--- config.mk ---
export PLATFORM = sky130hd
export DESIGN_NAME = impulse_arbiter_flat
export DESIGN_NICKNAME = d
export VERILOG_FILES = /design/src/rtl/impulse_arbiter_if.sv /design/src/rtl/impulse_arbiter.sv /design/src/flat_wrapper.sv
export SDC_FILE = /design/constraint.sdc
export NUM_CORES = 1
export LEC_CHECK = 0
export ABC_AREA = 0
export BUFFER_PORTS_ARGS = -buffer_cell sky130_fd_sc_hd__buf_2
export CORE_MARGIN = 3
export CORE_UTILIZATION = 35
export CTS_BUF_LIST = sky130_fd_sc_hd__clkbuf_16
export CTS_CLUSTER_SIZE = 30
export DETAILED_ROUTE_END_ITERATION = 8
export PLACE_DENSITY_LB_ADDON = 0.1
export SYNTH_ARGS = -nofsm -noshare
export SYNTH_HDL_FRONTEND = slang
export SYNTH_SLANG_ARGS = --single-unit
--- constraint.sdc ---
create_clock -name clock -period 4.65 [get_ports clock]
set_clock_uncertainty 0.15 [all_clocks]
set_input_delay 0 -clock clock [delete_from_list [all_inputs] [get_ports clock]]
set_output_delay 0 -clock clock [all_outputs]
set_load 0.03 [all_outputs]
--- src/rtl/impulse_arbiter_if.sv ---
// Handshake bundle between the two pulse-length producers, the arbiter and
// the impulse generator. The arbiter is the slave side of this bundle; the
// surrounding environment (producers plus generator) is the master side.
interface impulse_arbiter_if;
  // Source A request channel
  logic [7:0] numero_a;
  logic       dav_a_;
  logic       rfd_a;
  // Source B request channel
  logic [7:0] numero_b;
  logic       dav_b_;
  logic       rfd_b;
  // Generator channel, the arbiter acts as producer here
  logic [7:0] numero_out;
  logic       dav_out_;
  logic       rfd_in;

  modport slave (
    input  numero_a, dav_a_, numero_b, dav_b_, rfd_in,
    output rfd_a, rfd_b, numero_out, dav_out_
  );

  modport master (
    output numero_a, dav_a_, numero_b, dav_b_, rfd_in,
    input  rfd_a, rfd_b, numero_out, dav_out_
  );
endinterface

--- src/rtl/impulse_arbiter.sv ---
// Two-source round-robin arbiter sharing one impulse generator.
// One pulse length at a time is captured from source A or B into BUF and
// then offered to the generator over an active-low dav / rfd handshake.
// Every output comes straight from a flop; the handshake outputs are
// registered copies of the decode of the next state, so they change on the
// same edge as the state and no input reaches an output combinationally.
module impulse_arbiter (
  input  logic                    clock,
  input  logic                    reset_,
  impulse_arbiter_if.slave        bus,
  output logic                    owner,
  output logic                    busy,
  output logic [7:0]              served_a,
  output logic [7:0]              served_b
);

  typedef enum logic [2:0] {
    S_ACCEPT  = 3'd0,
    S_RELEASE = 3'd1,
    S_READY   = 3'd2,
    S_OFFER   = 3'd3,
    S_CLOSE   = 3'd4
  } star_t;

  // Arbitration rule: a lone requester wins; on a tie the favoured source wins.
  function automatic logic pick_winner(input logic req_a, input logic req_b,
                                       input logic pri);
    logic win;
    if (req_a && req_b) begin
      win = pri;
    end else if (req_b) begin
      win = 1'b1;
    end else begin
      win = 1'b0;
    end
    return win;
  endfunction

  star_t      star_q, star_d;
  logic [7:0] buf_q, buf_d;
  logic       sel_q, sel_d;
  logic       pri_q, pri_d;
  logic [7:0] served_a_q, served_a_d;
  logic [7:0] served_b_q, served_b_d;

  // Registered copies of the Moore decode of the state
  logic       rfd_a_q, rfd_a_d;
  logic       rfd_b_q, rfd_b_d;
  logic       dav_out_q, dav_out_d;
  logic       busy_q, busy_d;

  logic       win_s;
  logic       src_dav_s;

  // Next-state logic: arbitration, capture, source release, generator handshake
  always_comb begin
    star_d     = star_q;
    buf_d      = buf_q;
    sel_d      = sel_q;
    pri_d      = pri_q;
    served_a_d = served_a_q;
    served_b_d = served_b_q;
    win_s      = 1'b0;
    src_dav_s  = 1'b1;

    case (star_q)
      S_ACCEPT: begin
        if (!bus.dav_a_ || !bus.dav_b_) begin
          win_s = pick_winner(!bus.dav_a_, !bus.dav_b_, pri_q);
          if (win_s) begin
            buf_d = bus.numero_b;
          end else begin
            buf_d = bus.numero_a;
          end
          sel_d  = win_s;
          pri_d  = ~win_s;
          star_d = S_RELEASE;
        end else begin
          star_d = S_ACCEPT;
        end
      end

      S_RELEASE: begin
        // Wait for the granted source to withdraw its request
        if (sel_q) begin
          src_dav_s = bus.dav_b_;
        end else begin
          src_dav_s = bus.dav_a_;
        end
        if (src_dav_s) begin
          star_d = S_READY;
        end else begin
          star_d = S_RELEASE;
        end
      end

      S_READY: begin
        if (bus.rfd_in) begin
          star_d = S_OFFER;
        end else begin
          star_d = S_READY;
        end
      end

      S_OFFER: begin
        // Generator taking the value is the delivery point that gets counted
        if (!bus.rfd_in) begin
          if (sel_q) begin
            served_b_d = served_b_q + 8'd1;
          end else begin
            served_a_d = served_a_q + 8'd1;
          end
          star_d = S_CLOSE;
        end else begin
          star_d = S_OFFER;
        end
      end

      S_CLOSE: begin
        star_d = S_ACCEPT;
      end

      default: begin
        star_d = S_ACCEPT;
      end
    endcase
  end

  // Output decode of the upcoming state, registered alongside the state
  always_comb begin
    rfd_a_d   = 1'b1;
    rfd_b_d   = 1'b1;
    dav_out_d = 1'b1;
    busy_d    = 1'b1;

    if (star_d == S_RELEASE) begin
      rfd_a_d = sel_d;
      rfd_b_d = ~sel_d;
    end else begin
      rfd_a_d = 1'b1;
      rfd_b_d = 1'b1;
    end

    if (star_d == S_OFFER) begin
      dav_out_d = 1'b0;
    end else begin
      dav_out_d = 1'b1;
    end

    if (star_d == S_ACCEPT) begin
      busy_d = 1'b0;
    end else begin
      busy_d = 1'b1;
    end
  end

  // State, data and counter registers with asynchronous active-low reset
  always_ff @(posedge clock or negedge reset_) begin
    if (!reset_) begin
      star_q     <= S_ACCEPT;
      buf_q      <= 8'd0;
      sel_q      <= 1'b0;
      pri_q      <= 1'b0;
      served_a_q <= 8'd0;
      served_b_q <= 8'd0;
    end else begin
      star_q     <= star_d;
      buf_q      <= buf_d;
      sel_q      <= sel_d;
      pri_q      <= pri_d;
      served_a_q <= served_a_d;
      served_b_q <= served_b_d;
    end
  end

  // Handshake and status output flops, idle values while in reset
  always_ff @(posedge clock or negedge reset_) begin
    if (!reset_) begin
      rfd_a_q   <= 1'b1;
      rfd_b_q   <= 1'b1;
      dav_out_q <= 1'b1;
      busy_q    <= 1'b0;
    end else begin
      rfd_a_q   <= rfd_a_d;
      rfd_b_q   <= rfd_b_d;
      dav_out_q <= dav_out_d;
      busy_q    <= busy_d;
    end
  end

  assign bus.rfd_a      = rfd_a_q;
  assign bus.rfd_b      = rfd_b_q;
  assign bus.dav_out_   = dav_out_q;
  assign bus.numero_out = buf_q;
  assign owner          = sel_q;
  assign busy           = busy_q;
  assign served_a       = served_a_q;
  assign served_b       = served_b_q;

endmodule

--- src/flat_wrapper.sv ---
// flat-port wrapper written by rule: the top's interface ports become plain ports
module impulse_arbiter_flat 
  (clock, reset_, owner, busy, served_a, served_b, bus_numero_a, bus_dav_a_, bus_numero_b, bus_dav_b_, bus_rfd_in, bus_rfd_a, bus_rfd_b, bus_numero_out, bus_dav_out_);
  impulse_arbiter_if bus_i ();
  input  logic clock;
  input  logic reset_;
  output logic owner;
  output logic busy;
  output logic [7:0] served_a;
  output logic [7:0] served_b;
  input wire logic [$bits(bus_i.numero_a)-1:0] bus_numero_a;
  input wire logic [$bits(bus_i.dav_a_)-1:0] bus_dav_a_;
  input wire logic [$bits(bus_i.numero_b)-1:0] bus_numero_b;
  input wire logic [$bits(bus_i.dav_b_)-1:0] bus_dav_b_;
  input wire logic [$bits(bus_i.rfd_in)-1:0] bus_rfd_in;
  output wire logic [$bits(bus_i.rfd_a)-1:0] bus_rfd_a;
  output wire logic [$bits(bus_i.rfd_b)-1:0] bus_rfd_b;
  output wire logic [$bits(bus_i.numero_out)-1:0] bus_numero_out;
  output wire logic [$bits(bus_i.dav_out_)-1:0] bus_dav_out_;
  assign bus_i.numero_a = bus_numero_a;
  assign bus_i.dav_a_ = bus_dav_a_;
  assign bus_i.numero_b = bus_numero_b;
  assign bus_i.dav_b_ = bus_dav_b_;
  assign bus_i.rfd_in = bus_rfd_in;
  assign bus_rfd_a = bus_i.rfd_a;
  assign bus_rfd_b = bus_i.rfd_b;
  assign bus_numero_out = bus_i.numero_out;
  assign bus_dav_out_ = bus_i.dav_out_;
  impulse_arbiter u_core (.clock(clock), .reset_(reset_), .bus(bus_i), .owner(owner), .busy(busy), .served_a(served_a), .served_b(served_b));
endmodule
==> run metrics <==
area of the die 5100 µm²; f_max 416 MHz; Post-synth top cells dfrtp_1, nor2_1, a21oi_1, nand2_1; worst path cell trace dlygate4sd3_1 > buf_2 > o21ai_1 > mux2i_1 > dlygate4sd3_1 > a21oi_1; Fin. Hold Viols 0; H-tree lvl count 2; CP Data Required Time 4630 ps; post-cts resize count 0; DR iter-0 viols 60; initial antenna violation count 0; # clock sinks 33; largest net degree at the start of global routing 34; Rel. slew slack 35.2%; Post-CTS Setup Bufs 0; Final setup viols 0; Die X-Extent 71.4 µm; hold_buf cts 21; num ports 50; Clock power frac 23.8%; Pwr per Cell Area 613 nW/µm²; Lkg Pwr 1.04 nW; post-route cell area 2110 µm²; Num CTS Buffers 5; Sw Ratio 40.4%; syn_nets 155; CP max-delay cell o21ai_1; slowest stage delay, CP 770 ps; Syn Inst Count 132; FP Rows 23; share of layout cells above drive strength 1 33.3%; Post-Syn Area per Cell 11.3 µm²; CP arrival 2390 ps; Post-DP HPWL 2.29 mm; worst path bufs/invs 3; Combinational Power Share 39.1%; critical path's top delay family buffers and inverters; P_sw 0.000522 W; Worst Hold Class primary input to asynchronous set/reset pin; GRT Overall Usage 14.4%; yosys warns 0; Antenna Cells 0; Synth area leader dfrtp_1; Root Buffer clkbuf_16; Post-synth ARST share 100%; pre-CTS setup slack 2750 ps; area of the multi-input gates 611 µm²; clock latency on the worst-skew pair 270 ps; Layout Nets 226; GPL Wtd Cong 0.869; placed instance area 1760 µm²; CTS clk-pin slew, worst paths 50 ps; worst hold slack 169 ps; final period utilization 51.7%; DRC viols 0; Seq pwr share 37.1%; Worst-Margin Slew 965 ps; crit end category register; # port buffers 49; grt ovf 0; post-synthesis sequential area ratio 55.4%; CTS tree yes; Seq. cell area 830 µm²; number of synthesized flops with an enable pin 0; status finished clean; critical path class primary input to register; FF-to-FF setup slack 2290 ps; Netlist Area Pre-Place 1500 µm²; Internal Power 0.000769 W; Yosys top cell area share 50.2%; vias in the first global route 1232; crit-path most repeated cell dlygate4sd3_1; Post-DRT Antenna Nets 0; total power 0.00129 W; Routed WL 3.33 mm; top-count cell post-synth dfrtp_1; Worst Path Max Fanout 9; max-cap violations 0; Slew Viols, Final 0; final worst setup slack 2240 ps; Fillers 364; Max IR drop VDD 0.000318 V; core area 4060 µm²; Synth cell types 32; Initial Util 36.9%; Main synth FF type dfrtp_1; startpoint types primary input; clk buf depth 2; via count 1192; vias per cell 4.69; P&R area growth vs syn 40.9%; first-pass GRT wire length 5.75 mm; drt wl/cell 13.1 µm; Die H 71.4 µm; setup TNS 0 ps; unrepaired setup endpoints after global routing no; Synth area leaders dfrtp_1, mux2i_1, dfstp_2; synthesized flop and latch total 33; Tmin final 2410 ps; router iterations before antenna repair 4
==> final cells by class <==
class,instances,share of cell area (%)
Clock buffer,5,5.93
Clock inverter,3,0.653
Inverter,3,0.534
Multi-Input combinational cell,90,29.0
Sequential cell,33,39.3
Tap cell,50,2.97
Timing Repair Buffer,70,21.6
==> cells in the final DEF, fill, tap and decap left out, types with 2 or more instances in the layout <==
cell type | Yosys | layout
clkbuf_16 | 0 | 5
ha_1 | 2 | 2
xor2_1 | 8 | 8
dlygate4sd3_1 | 0 | 21
a21oi_1 | 9 | 9
mux2_2 | 3 | 3
clkinv_2 | 0 | 2
and2_1 | 3 | 3
o21ai_0 | 4 | 3
nor2_1 | 13 | 13
a21oi_2 | 2 | 2
nand3_1 | 3 | 3
mux2i_1 | 8 | 8
nand4_1 | 4 | 4
xnor2_1 | 6 | 6
inv_1 | 3 | 4
buf_2 | 2 | 49
nor3_1 | 4 | 4
dfrtp_1 | 30 | 30
nand2_1 | 9 | 9
a311oi_1 | 2 | 2
dfstp_2 | 3 | 3
==> through the flow <==
stage / utilization (%) / instances
final: 52.0 / 254
after global routing: 52.0 / 254
after CTS: 52.0 / 254
after detailed placement: 43.4 / 225
after global placement: 43.4 / 225
after floorplan: - / 132
==> registers in the layout, indices dropped and copies added, names as in the netlist, 3 cells and up <==
signal	count
u_core.star_q	3
u_core.served_a	8
u_core.bus.numero_out	8
u_core.served_b	8
==> worst paths after layout <==
path                               startpoint                  endpoint  cells after the start
max in group asynchronous              reset_        u_core.served_b[5]                      2
min in group clock         u_core.served_b[7]        u_core.served_b[7]                      1
hold reg to reg            u_core.served_b[7]        u_core.served_b[7]                      1
setup / recovery                   bus_dav_a_  u_core.bus.numero_out[2]                      6
setup reg to reg                 u_core.pri_q  u_core.bus.numero_out[2]                      4
hold / removal                         reset_  u_core.bus.numero_out[7]                      2
==> power groups by stage <==
stage	registers (W)	clock network [W]	logic, W
finish	0.000480	0.000307	0.000505
global route	0.000498	0.000332	0.000554
CTS	0.000481	0.000318	0.000511
detailed placement	0.000485	0	0.000486
global placement	0.000479	0	0.000478
floorplan	0.000616	0	0.000230
==> logic make-up after synthesis <==
group / after synthesis / synth area share, %
AO/OA/AOI/OAI: 20 / 8.70
XOR/XNOR: 14 / 8.19
adder cells (fa/ha/maj): 2 / 1.67
buffers and inverters: 9 / 3.76
flip-flops: 33 / 55.4
multiplexers: 11 / 7.61
AND/OR/NAND/NOR: 43 / 14.6
==> routing by layer <==
metal / up-vias / global-route usage (%) / routed length (µm)
li1: 593 / - / -
met1: 557 / 16.5 / 1370
met2: 36 / 25.1 / 1690
met3: 6 / 5.05 / 219
met4: 0 / 4.38 / 51
met5: - / 0 / 0
Note: power is estimated with default switching activity, not from simulation.
